[src/rtl/srg_shift_ctrl.sv]
// srg_shift_ctrl: serialises a parallel word into an 8-bit-style serial-in shift register and captures its Q.
// Ports:
//   Clk        rising-edge clock
//   RST        asynchronous reset, active-low
//   CLR        synchronous abort back to IDLE, no result
//   IN_VALID / IN_READY / IN_DATA   word handshake from the master
//   SER, SH_EN                       serial bit and shift enable to the register
//   Q                                parallel output of the register
//   OUT_VALID / OUT_DATA             one-cycle result of the captured Q
//   BUSY                             high in SHIFT or CAPTURE
//   BIT_CNT                          shifts completed in the current transfer
//   MISMATCH                         only with SRG_SHIFT_CTRL_CHECK_EN defined: captured Q differs from the sent word
module srg_shift_ctrl #(
    parameter int WIDTH     = 8,
    parameter bit MSB_FIRST = 1'b1
) (
    input  logic                     Clk,
    input  logic                     RST,
    input  logic                     CLR,
    input  logic                     IN_VALID,
    output logic                     IN_READY,
    input  logic [WIDTH-1:0]         IN_DATA,
    output logic                     SER,
    output logic                     SH_EN,
    input  logic [WIDTH-1:0]         Q,
    output logic                     OUT_VALID,
    output logic [WIDTH-1:0]         OUT_DATA,
    output logic                     BUSY,
`ifdef SRG_SHIFT_CTRL_CHECK_EN
    output logic                     MISMATCH,
`endif
    output logic [$clog2(WIDTH)-1:0] BIT_CNT
);
    localparam int CW = $clog2(WIDTH);
    localparam logic [CW-1:0] LAST = CW'(WIDTH - 1);

    typedef enum logic [1:0] {IDLE, SHIFT, CAPTURE} state_t;

    state_t           state;
    logic [WIDTH-1:0] shadow;

    assign SH_EN    = state == SHIFT;
    assign SER      = SH_EN & (MSB_FIRST ? shadow[WIDTH-1] : shadow[0]);
    assign BUSY     = state != IDLE;
    assign IN_READY = (state == IDLE) & ~CLR;

    // BIT_CNT holds at WIDTH-1 on the last shift so it never leaves range; CAPTURE clears it.
    always_ff @(posedge Clk or negedge RST) begin
        if (!RST) begin
            state     <= IDLE;
            shadow    <= '0;
            BIT_CNT   <= '0;
            OUT_DATA  <= '0;
            OUT_VALID <= 1'b0;
        end else begin
            OUT_VALID <= 1'b0;
            if (CLR) begin
                state   <= IDLE;
                BIT_CNT <= '0;
            end else begin
                case (state)
                    IDLE: if (IN_VALID) begin
                        shadow  <= IN_DATA;
                        BIT_CNT <= '0;
                        state   <= SHIFT;
                    end
                    SHIFT: begin
                        shadow <= MSB_FIRST ? shadow << 1 : shadow >> 1;
                        if (BIT_CNT == LAST) state <= CAPTURE;
                        else BIT_CNT <= BIT_CNT + 1'b1;
                    end
                    CAPTURE: begin
                        OUT_DATA  <= Q;
                        OUT_VALID <= 1'b1;
                        BIT_CNT   <= '0;
                        state     <= IDLE;
                    end
                    default: state <= IDLE;
                endcase
            end
        end
    end

`ifdef SRG_SHIFT_CTRL_CHECK_EN
    logic [WIDTH-1:0] sent;
    logic [WIDTH-1:0] sent_rev;

    always_comb begin
        sent_rev = '0;
        for (int i = 0; i < WIDTH; i++) sent_rev[i] = sent[WIDTH-1-i];
    end

    // LSB-first delivery lands the word bit-reversed in Q.
    always_ff @(posedge Clk or negedge RST) begin
        if (!RST) begin
            sent     <= '0;
            MISMATCH <= 1'b0;
        end else begin
            MISMATCH <= 1'b0;
            if (!CLR && state == IDLE && IN_VALID) sent <= IN_DATA;
            if (!CLR && state == CAPTURE) MISMATCH <= Q != (MSB_FIRST ? sent : sent_rev);
        end
    end
`endif
endmodule

[config.mk]
export PLATFORM = sky130hd
export DESIGN_NAME = srg_shift_ctrl
export DESIGN_NICKNAME = d
export VERILOG_FILES = /design/src/rtl/srg_shift_ctrl.sv
export SDC_FILE = /design/constraint.sdc
export NUM_CORES = 1
export LEC_CHECK = 0
export ABC_CLOCK_PERIOD_IN_PS = 1600
export BUFFER_PORTS_ARGS = -buffer_cell sky130_fd_sc_hd__buf_2
export CAP_MARGIN = 20
export CORE_MARGIN = 2
export CORE_UTILIZATION = 29
export DETAILED_ROUTE_END_ITERATION = 16
export PLACE_DENSITY = 0.6
export REMOVE_ABC_BUFFERS = 1
export SYNTH_ARGS = -nofsm -noshare
export SYNTH_HDL_FRONTEND = slang
export SYNTH_SLANG_ARGS = --single-unit
[constraint.sdc]
create_clock -name Clk -period 1.6 [get_ports Clk]
set_input_delay 0.4 -clock Clk [delete_from_list [all_inputs] [get_ports Clk]]
set_output_delay 0.4 -clock Clk [all_outputs]
set_load 0.005 [all_outputs]
==> flow_summary.yaml <==
routing:
  viasPerCell: 4.42
  antenna_left: 0
  drcViolationCount: 0
  wirelength_mm: 1.97
  first_iter_violations: 16
  first_pass_iters: 4
  via_count: 721
  wl_per_cell_um: 12.1
pwr:
  peakVddDrop_mv: 0.358
  power.net_switching_uw: 285
  p_per_area_mw_per_mm2: 901
  power_mw: 1.27
  p_leak_nw: 0.768
  p_comb_frac: 0.190
  p_int_uw: 987
  pwr-share-seq: 0.505
  clockPowerShare: 0.306
  power.share.switching: 0.224
logic_synthesis:
  syn-cell-area_mm2: 0.00111
  ys_seq_elements: 22
  synth_edf_count: 0
  yosys.area.top_type: "dfrtp_1"
  synthFlopType: "dfrtp_1"
  ys_types: 22
  synthTopCellsByArea: "dfrtp_1 (50%), mux2_4 (20%), mux2_1 (8.1%)"
  synthCells: 75
  postSynthAreaPerCell_um2: 14.8
  ys_warn_count: 0
  synthDominantCellAreaShare: 0.497
  yosysSeqAreaShare: 0.497
  async_flop_share: 1.00
global_routing:
  overflow: 0
  grt_max_degree: 23
  grt_usage: 0.0936
  grt_pass1_wl_mm: 3.13
  grt_pass1_vias: 695
  antenna_found_initial: 0
sta:
  hold_viol_final: 0
  relSlewSlack: 0.682
  tns_ns: 0
  fin_ws_ns: 0.0783
  tightest_slew_ns: 0.477
  skew_ns: 0.00311
  final.period_utilization: 0.951
  min_period_ns: 1.52
  setup_violations: 0
  rsz0062_at_grt: "no"
  holdWs_ns: 0.0923
  max_freq_mhz: 657
  finalMaxSlewViolations: 0
setup_path:
  crit_family: "flip-flops"
  endpoint_kind: "primary output"
  crit_path_max_fanout: 3
  reg2reg_depth: 4
  path_buf_inv: 2
  cp.required_ns: 1.20
  cp_cell_sequence: "buf_6, or2_4, buf_2"
  cp-start-kind: "flip-flop"
  critPathCapture: "BUSY"
  critical_path_arrival_ns: 1.12
  worst_path_max_delay_cell: "dfrtp_1"
  rrSetupSlack_ns: 0.09
  worstSetupPathType: "flip-flop to primary output"
  r2r_end: "shadow[6]"
  timing.rr.start: "state[1]"
  worstSetupPathDepth: 3
  crit_start: "state[0]"
  slowest_delay_ns: 0.39
clock_network:
  clock_sinks: 22
  root_buffer: "clkbuf_8"
  clkTransAtPathRegs_ns: 0.08
  cts_buffers: 3
  htree_levels: 1
  clk_path_buf_depth: 2
  cts_tree: "done"
  cts.hold.buffers_added: 0
  clock_latency_ns: 0.25
worst_hold_path:
  hold_class: "input port to async pin"
cells_and_area:
  area_delta_synth_final_pct: 27.5
  final_common_cell: "buf_2"
  drive_above_1_share: 0.600
  layout_common_cells: "buf_2 (35), dfrtp_1 (21), mux2_4 (15)"
  finish.utilization: 0.386
  nNetsFinal: 138
  final-seq-area_um2: 552
  multi_input_area_um2: 504
  instances_no_fill: 163
  final.fill_count: 347
  final_area_mm2: 0.00141
  antenna_cells: 0
floorplan:
  fp.dieW_um: 65.8
  die_h_um: 65.8
  die_area_mm2: 0.00433
  initial_core_util: 0.302
  rows: 22
  pin_count: 36
  core_mm2: 0.00366
placed_design:
  port_buffers: 35
  dp_hpwl_mm: 1.48
  dpl_worst_slack_ns: 0.105
  dp.cells: 157
  dpl-instance-area_mm2: 0.00133
  gp_congestion: 0.728
status:
  status: "completed"
run:
  max_cap_viol_count: 0
## cells in the mapped netlist, types with 2 or more instances
library cell  instances
a21oi_1               4
nor2b_1               2
nor3_1                2
ha_1                  2
dfrtp_1              22
a32o_2                2
mux2_1                8
mux2_4               15
buf_6                 5
## power by group through the flow
stage	combinational [mW]	sequential, mW	clock (mW)
global placement	0.226	0.648	0
finish	0.241	0.642	0.389
CTS	0.241	0.643	0.394
floorplan	0.156	0.643	0
global route	0.261	0.650	0.426
detailed placement	0.235	0.651	0
## area by class of cell
cell class,instances,area share
well taps,48,0.0426
repair buffers,41,0.168
multi-input cells,47,0.357
inverters,1,0.00266
clock buffers,4,0.0390
flip-flops and latches,22,0.391
## logic make-up after synthesis
| group | after synthesis | share of synthesized area |
|---|---|---|
| AO/OA/AOI/OAI | 9 | 0.0565 |
| flip-flops | 22 | 0.497 |
| multiplexers | 23 | 0.285 |
| adder cells (fa/ha/maj) | 2 | 0.0226 |
| AND/OR/NAND/NOR | 13 | 0.0848 |
| buffers and inverters | 6 | 0.0542 |
## registers in the layout (all words and copies together) (netlist names)
register	cells
OUT_DATA	8
state	2
OUT_VALID	1
shadow	8
BIT_CNT	3
## per-layer routing
metal,share of wire,GRT usage,vias up
li1,-,-,345
met1,0.47,0.126,342
met2,0.43,0.146,32
met3,0.084,0.0136,2
met4,0.014,0.0469,0
met5,0,0,-
## timing repair
item | 4_1_cts | 5_1_grt
buffers inserted | 2 | 0
pin swaps | 0 | 0
setup endpoints to repair | 3 | 3
resized for setup | 1 | 3
## how the worst min path moves through the flow
stage / endpoint / from / cells after the start / slack, ns
5_1_grt: BIT_CNT[0] / RST / 1 / 0.13
6_report: OUT_DATA[1] / RST / 1 / 0.09
4_1_cts: OUT_DATA[1] / RST / 1 / 0.11
3_5_place_dp: OUT_DATA[1] / RST / 1 / 0.39
2_1_floorplan: BIT_CNT[0] / RST / 0 / 0.10
3_3_place_gp: BIT_CNT[0] / RST / 1 / 0.38
Note: power is estimated with default switching activity, not from simulation.
